===== src/rtl/simmem_wresp_responder.sv =====
// Write-response endpoint for the simulated memory controller: queues write-address
// IDs and answers each one in order after a fixed latency.

package simmem_pkg;
   localparam int unsigned IDWidth   = 6;
   localparam int unsigned AddrWidth = 32;

   typedef struct packed {
      logic [IDWidth-1:0]   id;
      logic [AddrWidth-1:0] addr;
      logic [7:0]           len;
      logic [2:0]           size;
      logic [1:0]           burst;
   } waddr_req_t;

   typedef struct packed {
      logic [IDWidth-1:0] id;
      logic [1:0]         resp;
   } wresp_t;
endpackage

module simmem_wresp_responder #(
   parameter int unsigned Capacity = 8,
   parameter int unsigned Latency  = 4
) (
   input  logic                              clk_i,
   input  logic                              rst_ni,
   input  logic                              waddr_valid_i,
   output logic                              waddr_ready_o,
   input  simmem_pkg::waddr_req_t            waddr_data_i,
   output logic                              wresp_valid_o,
   input  logic                              wresp_ready_i,
   output simmem_pkg::wresp_t                wresp_data_o,
   output logic [$clog2(Capacity):0]         occupancy_o
);

   localparam int unsigned PtrW = $clog2(Capacity);
   localparam int unsigned OccW = PtrW + 1;
   localparam int unsigned CntW = $clog2(Latency + 1);
   localparam int unsigned IdW  = simmem_pkg::IDWidth;

   logic [IdW-1:0]  id_q  [Capacity];
   logic [CntW-1:0] cnt_q [Capacity];
   logic [PtrW-1:0] rptr_q;
   logic [PtrW-1:0] wptr_q;
   logic [OccW-1:0] occ_q;

   logic                push;
   logic                pop;
   logic [Capacity-1:0] occupied;
   logic                unused_req;

   // Only the id travels through the queue; the rest of the request is ignored.
   assign unused_req = ^{waddr_data_i.addr, waddr_data_i.len,
                         waddr_data_i.size, waddr_data_i.burst};

   // Ready looks at occupancy only, so a pop in the same cycle cannot free a slot.
   assign waddr_ready_o = (occ_q < OccW'(Capacity));
   assign wresp_valid_o = (occ_q != '0) && (cnt_q[rptr_q] == '0);
   assign occupancy_o   = occ_q;

   assign push = waddr_valid_i && waddr_ready_o;
   assign pop  = wresp_valid_o && wresp_ready_i;

   always_comb begin
      wresp_data_o = '0;
      if (wresp_valid_o) begin
         wresp_data_o.id = id_q[rptr_q];
      end
   end

   // An entry is live when its distance from the read pointer is below occupancy.
   for (genvar i = 0; i < Capacity; i++) begin : g_occupied
      assign occupied[i] = {1'b0, PtrW'(PtrW'(i) - rptr_q)} < occ_q;
   end

   always_ff @(posedge clk_i or negedge rst_ni) begin
      if (!rst_ni) begin
         rptr_q <= '0;
         wptr_q <= '0;
         occ_q  <= '0;
         for (int i = 0; i < Capacity; i++) begin
            id_q[i]  <= '0;
            cnt_q[i] <= '0;
         end
      end else begin
         for (int i = 0; i < Capacity; i++) begin
            if (push && (wptr_q == PtrW'(i))) begin
               id_q[i]  <= waddr_data_i.id;
               cnt_q[i] <= CntW'(Latency - 1);
            end else if (occupied[i] && (cnt_q[i] != '0)) begin
               cnt_q[i] <= cnt_q[i] - 1'b1;
            end
         end
         if (push) begin
            wptr_q <= wptr_q + 1'b1;
         end
         if (pop) begin
            rptr_q <= rptr_q + 1'b1;
         end
         case ({push, pop})
            2'b10:   occ_q <= occ_q + 1'b1;
            2'b01:   occ_q <= occ_q - 1'b1;
            default: occ_q <= occ_q;
         endcase
      end
   end

endmodule


===== config.mk =====
export PLATFORM = sky130hd
export DESIGN_NAME = simmem_wresp_responder
export DESIGN_NICKNAME = d
export VERILOG_FILES = /design/src/rtl/simmem_wresp_responder.sv
export SDC_FILE = /design/constraint.sdc
export NUM_CORES = 1
export LEC_CHECK = 0
export ABC_CLOCK_PERIOD_IN_PS = 6100
export CORE_ASPECT_RATIO = 0.8
export CORE_MARGIN = 2
export CORE_UTILIZATION = 25
export DETAILED_ROUTE_END_ITERATION = 10
export GPL_TIMING_DRIVEN = 0
export SLEW_MARGIN = 20
export SYNTH_ARGS = -nofsm -noshare
export SYNTH_HDL_FRONTEND = slang
export SYNTH_SLANG_ARGS = --single-unit

===== constraint.sdc =====
create_clock -name clk_i -period 6.1 [get_ports clk_i]
set_clock_uncertainty 0.15 [all_clocks]
set_input_delay 1.22 -clock clk_i [delete_from_list [all_inputs] [get_ports clk_i]]
set_output_delay 1.22 -clock clk_i [all_outputs]
set_load 0.02 [all_outputs]

==> results of run 1 <==
-- placed cells by master, fill, tap and decap left out, types with 2 or more instances in the layout --
master / count
a21boi_0: 2
a21o_1: 5
a21oi_1: 26
a22oi_1: 2
a2bb2oi_1: 4
a41o_1: 2
and2_0: 2
and3_1: 6
buf_1: 3
buf_2: 2
buf_4: 4
clkbuf_1: 7
clkbuf_16: 9
clkdlybuf4s50_1: 20
clkinv_4: 2
conb_1: 2
dfrtp_1: 82
ha_1: 39
inv_1: 38
mux2_2: 54
mux2i_1: 9
mux4_2: 13
nand2_1: 34
nand2b_1: 4
nand3_1: 5
nor2_1: 13
nor2b_1: 2
nor4_1: 3
nor4b_1: 2
o21a_1: 2
o21ai_0: 18
or3_1: 8
xnor2_1: 7
xor2_1: 3
-- per-layer routing --
layer	vias to the layer above	GRT usage	share of wire
li1	1511	-	-
met1	1609	0.1616	0.50
met2	56	0.1721	0.46
met3	6	0.02856	0.031
met4	0	0.02860	0.0086
met5	-	0	0
-- stage by stage --
| step | total power [W] | utilization | setup WS [ns] |
|---|---|---|---|
| global placement | 0.002672 | 0.2846 | 0.6851 |
| finish | 0.003305 | 0.3023 | 1.784 |
| floorplan | 0.002280 | - | 2.949 |
| detailed placement | 0.002774 | 0.2860 | 2.052 |
| global route | 0.003597 | 0.3023 | 1.583 |
| CTS | 0.003338 | 0.3023 | 1.676 |
-- registers in the layout, summed over array words and instances, names as in the netlist --
register / flops
rptr_q: 3
id_q: 48
cnt_q: 24
wptr_q: 3
occupancy_o: 4
-- logic make-up (layout without fill, tap and decap cells) --
group | Yosys count | count (layout)
adder cells (fa/ha/maj) | 39 | 39
XOR/XNOR | 10 | 10
AO/OA/AOI/OAI | 67 | 67
buffers and inverters | 53 | 91
other | 1 | 2
flip-flops | 82 | 82
AND/OR/NAND/NOR | 84 | 84
multiplexers | 76 | 76
-- area by class of cell --
class | instances | area (sq um)
Multi-Input combinational cell | 278 | 2394
Inverter | 40 | 151.4
Timing Repair Buffer | 22 | 235.2
Buffer | 13 | 62.56
Sequential cell | 82 | 2052
Tap cell | 253 | 316.6
Clock inverter | 5 | 63.81
Fill cell | 1838 | 12710
Clock buffer | 11 | 232.7
-- power by group through the flow --
stage	clock network [W]	logic [W]	registers [W]
detailed placement	0	0.00175	0.00102
floorplan	0	0.00131	0.000974
global placement	0	0.00167	0.00100
global route	0.000580	0.00196	0.00105
finish	0.000543	0.00175	0.00101
CTS	0.000558	0.00177	0.00101
-- worst paths after layout --
| kind | from | to | cells after the start |
|---|---|---|---|
| hold reg to reg | id_q[7]$_DFFE_PN0P_ | id_q[7]$_DFFE_PN0P_ | 1 |
| setup / recovery | rptr_q[1]$_DFFE_PN0P_ | wresp_data_o[2] | 6 |
| max in group asynchronous | rst_ni | id_q[29]$_DFFE_PN0P_ | 2 |
| hold / removal | id_q[7]$_DFFE_PN0P_ | id_q[7]$_DFFE_PN0P_ | 1 |
| min in group asynchronous | rst_ni | occupancy_o[1]$_DFFE_PN0P_ | 1 |
| setup reg to reg | rptr_q[2]$_DFFE_PN0P_ | occupancy_o[2]$_DFFE_PN0P_ | 15 |
==> impl_metrics.json, run 1 <==
{
  "power.internal_w": 0.002007,
  "area_growth_pct": 18.30,
  "rsz0062_at_grt": "no",
  "start_util": 0.2555,
  "drv_slew": 0,
  "syn_avg_cell_area_sq_um": 11.30,
  "yosysMostFrequentCell": "dfrtp_1",
  "min_period_over_period": 0.7076,
  "critPathTopFamily": "buffers and inverters",
  "cp.required_ns": 4.73,
  "synth_edf_count": 0,
  "placed_cell_area_sq_um": 5211,
  "synthesis.area_sq_um": 4656,
  "yosysTopAreaCell": "dfrtp_1",
  "synth-compound-area-share": 0.08761,
  "grt_start_max_net_pins": 55,
  "netlist_instances": 412,
  "wirelength_microns": 10560,
  "switchingPower_w": 0.001299,
  "num_io_pins": 69,
  "cts_tree": "yes",
  "drive_gt1_frac": 0.2040,
  "instances_no_fill": 704,
  "synth_top_area_frac": 0.4407,
  "synth_adder_area_share": 0.1048,
  "critical_path.max_fanout": 10,
  "startpoint_type": "flop",
  "crit_path_cell_trace": "clkbuf_1 -> nor4_1 -> or2_2 -> a21o_1 -> a21oi_1 -> clkdlybuf4s50_1",
  "clock-sinks": 82,
  "ys_ff_latch": 82,
  "critPathCaptureType": "primary output",
  "antenna_cells": 0,
  "r2r_setup_slack_ns": 2.58,
  "status": "completed",
  "die_area_sq_um": 19740,
  "die_h_microns": 126.1,
  "post-cts-setup-buffers": 0,
  "antenna_left": 0,
  "max_slew_margin": 0.4485,
  "routedWlPerCell_microns": 15.00,
  "grt_usage": 0.1134,
  "cpPeakStageDelay_ns": 0.64,
  "cts.repair.resized": 0,
  "hold_path.class": "reg -> reg",
  "final_area_sq_um": 5508,
  "dp_hpwl_microns": 7709,
  "synthFlopType": "dfrtp_1",
  "setup_viol": 0,
  "htree_levels": 3,
  "antenna_found_initial": 0,
  "max_freq_mhz": 231.7,
  "yosys-top-cells-area": "dfrtp_1 (44%), mux2_2 (13%), ha_1 (10%), mux4_2 (6.3%), inv_1 (3.1%)",
  "synth_top_family_by_area": "multiplexers",
  "seqPwrFrac": 0.306,
  "crit_slowest_cell": "clkdlybuf4s50_1",
  "critical_path_buf_inv_count": 2,
  "fp.coreArea_sq_um": 18220,
  "die_w_microns": 156.6,
  "ir_drop_mv": 0.2328,
  "drc": 0,
  "nNetsFinal": 540,
  "placement_rows": 44,
  "cts_hold_buf": 0,
  "firstDrtPassIters": 4,
  "ys_warn_count": 0,
  "async_reset_ff_frac": 1.000,
  "grt_pass1_vias": 3267,
  "synth-xor-area-share": 0.01881,
  "grt_pass1_wl_microns": 17230,
  "fin_tns_setup_ns": 0,
  "max_cap_viol_count": 0,
  "path_clk_slew_ns": 0.06,
  "clkLatencyLatePin_ns": 0.33,
  "grt_overflow": 0,
  "arrival_ns": 2.95,
  "p_per_area_nw_per_um2": 600.1,
  "place_inst": 688,
  "p_comb_frac": 0.529,
  "synthMuxAreaShare": 0.2128,
  "leakage_nw": 2.578,
  "yosys.area_share.simple": 0.08842,
  "cts_inserted_buffers": 9,
  "clock-root-buffer": "clkbuf_16",
  "viasPerCell": 4.520,
  "synth_common_cells": "dfrtp_1 (82), mux2_2 (54), ha_1 (39)",
  "swShare": 0.3929,
  "ys_seq_area_frac": 0.4407,
  "place.gp.congestion": 0.8158,
  "clock_path_buffers": 2,
  "port-buffer-count": 21,
  "crit_type": "reg -> out",
  "vias": 3182,
  "first_iter_violations": 198,
  "finalCriticalPeriod_ns": 4.316,
  "synth.distinct_cells": 44,
  "hold_violations": 0,
  "whs_ns": 0.3494,
  "worstMarginPinSlew_ns": 0.8186,
  "p_clk_frac": 0.164
}
Power figures use the tool's default switching activity.
==> run 2, diff against run 1 <==
Settings changed: ABC_CLOCK_PERIOD_IN_PS 6100 to 3800.
Clock period 6.1 ns to 3.8 ns, I/O delays scaled along.
==> impl_metrics.json, run 2 (synthesis results as in run 1) <==
{
  "status": "completed",
  "placed_cell_area_sq_um": 5211,
  "cts_hold_buf": 0,
  "vias": 3186,
  "die_area_sq_um": 19740,
  "ir_drop_mv": 0.3712,
  "die_h_microns": 126.1,
  "max_cap_viol_count": 0,
  "critical_path.max_fanout": 10,
  "fin_tns_setup_ns": 0,
  "antenna_left": 0,
  "cp.required_ns": 2.89,
  "startpoint_type": "flop",
  "grt_pass1_vias": 3267,
  "dp_hpwl_microns": 7709,
  "port-buffer-count": 21,
  "num_io_pins": 69,
  "clock_path_buffers": 2,
  "cpPeakStageDelay_ns": 0.60,
  "rsz0062_at_grt": "no",
  "drive_gt1_frac": 0.2129,
  "largest_reg_flops": 48,
  "first_iter_violations": 182,
  "n_fill_cell": 1838,
  "min_period_over_period": 0.9577,
  "grt_overflow": 0,
  "place_inst": 688,
  "drv_slew": 0,
  "place.gp.congestion": 0.8158,
  "start_util": 0.2555,
  "grt_pass1_wl_microns": 17230,
  "p_per_area_nw_per_um2": 960.9,
  "viasPerCell": 4.526,
  "grt_start_max_net_pins": 55,
  "path_clk_slew_ns": 0.06,
  "finalCriticalPeriod_ns": 3.639,
  "instances_no_fill": 704,
  "grt_usage": 0.1134,
  "power.total_w": 0.005306,
  "setup_viol": 0,
  "die_w_microns": 156.6,
  "routedWlPerCell_microns": 14.98,
  "fp.coreArea_sq_um": 18220,
  "clock-sinks": 82,
  "hold_path.class": "in -> async",
  "max_freq_mhz": 274.8,
  "wirelength_microns": 10550,
  "leakage_nw": 2.648,
  "clkLatencyLatePin_ns": 0.33,
  "post-cts-setup-buffers": 0,
  "area_growth_pct": 18.60,
  "final_cell_mix": "dfrtp_1 (82), mux2_2 (54), ha_1 (39), inv_1 (38), nand2_1 (34)",
  "cts_tree": "yes",
  "placement_rows": 44,
  "antenna_cells": 0,
  "whs_ns": 0.1984,
  "firstDrtPassIters": 4,
  "hold_violations": 0,
  "antenna_found_initial": 0,
  "worstMarginPinSlew_ns": 0.8177,
  "cts_inserted_buffers": 9,
  "crit_path_cell_trace": "buf_4 -> nor4b_1 -> nor4_1 -> or2_2 -> a21o_1 -> clkinv_2 -> clkdlybuf4s50_1",
  "regMostFlops": "id_q",
  "drc": 0,
  "max_slew_margin": 0.4491,
  "final_area_sq_um": 5522,
  "arrival_ns": 2.73,
  "critPathCaptureType": "primary output",
  "clock-root-buffer": "clkbuf_16",
  "final_common_cell": "dfrtp_1",
  "crit_type": "reg -> out",
  "crit_slowest_cell": "clkdlybuf4s50_1",
  "htree_levels": 3,
  "nNetsFinal": 540
}
-- run 2: cell count changes in the layout (fill, tap and decap cells not counted), moves of 2 or more --
cell and delta:
clkbuf_1 -2, clkbuf_2 +2, clkdlybuf4s50_1 -4, dlymetal6s2s_1 +3
-- run 2: final cells by class --
| cell class | instances | area (sq um) | area share |
|---|---|---|---|
| buffer | 13 | 68.82 | 0.01246 |
| clock buffer | 11 | 232.7 | 0.04215 |
| clock inverter | 5 | 63.81 | 0.01156 |
| inverter | 40 | 152.6 | 0.02765 |
| multi-input combinational | 278 | 2394 | 0.4335 |
| sequential | 82 | 2052 | 0.3716 |
| tap | 253 | 316.6 | 0.05733 |
| timing repair buffer | 22 | 241.5 | 0.04373 |
-- run 2: power breakdown --
part | switching, W | leakage, nW | internal (W) | total [W]
sequential | 0.000304 | 1.00 | 0.00133 | 0.00163
clock | 0.000359 | 0.140 | 0.000514 | 0.000874
combinational | 0.00142 | 1.51 | 0.00138 | 0.00280
total | 0.00209 | 2.65 | 0.00322 | 0.00531
-- run 2: metrics by stage --
stage          setup WS (ns)    util
5_1_grt              0.02004  0.3030
3_3_place_gp          -1.155  0.2846
4_1_cts              0.04172  0.3025
3_5_place_dp          0.2122  0.2860
2_1_floorplan         0.8449       -
6_report              0.1606  0.3030
-- run 2: path summary, 6_finish.rpt --
check                                                   to  cells past startpoint                  startpoint  slack, ns
max in group asynchronous             id_q[29]$_DFFE_PN0P_                      2                      rst_ni       2.68
worst max register to register  occupancy_o[2]$_DFFE_PN0P_                     14  occupancy_o[0]$_DFFE_PN0P_       0.51
worst max-delay path                         wresp_valid_o                      7       rptr_q[0]$_DFFE_PN0P_       0.16
worst min-delay path            occupancy_o[1]$_DFFE_PN0P_                      1                      rst_ni       0.20
worst min register to register         id_q[1]$_DFFE_PN0P_                      1         id_q[1]$_DFFE_PN0P_       0.35
min in group clk_i                     id_q[1]$_DFFE_PN0P_                      1         id_q[1]$_DFFE_PN0P_       0.35
-- run 2: what timing repair did --
action,4_1_cts,5_1_grt
endpoints found under the setup margin,5,4
gates resized for setup,5,4
hold endpoints to repair,0,0
-- run 2: worst max-delay path, delay by kind of cell (launching register included) --
kind                   cells  cell delay [ns]
AO/OA/AOI/OAI              1             0.27
buffers and inverters      3             0.95
flip-flops                 1             0.40
AND/OR/NAND/NOR            3             0.76
-- run 2: layer usage --
metal | part of all wire | global-route usage | vias up
li1 | - | - | 1513
met1 | 0.49 | 0.1616 | 1604
met2 | 0.46 | 0.1721 | 58
met3 | 0.036 | 0.02856 | 11
met4 | 0.011 | 0.02860 | 0
met5 | 0 | 0 | -
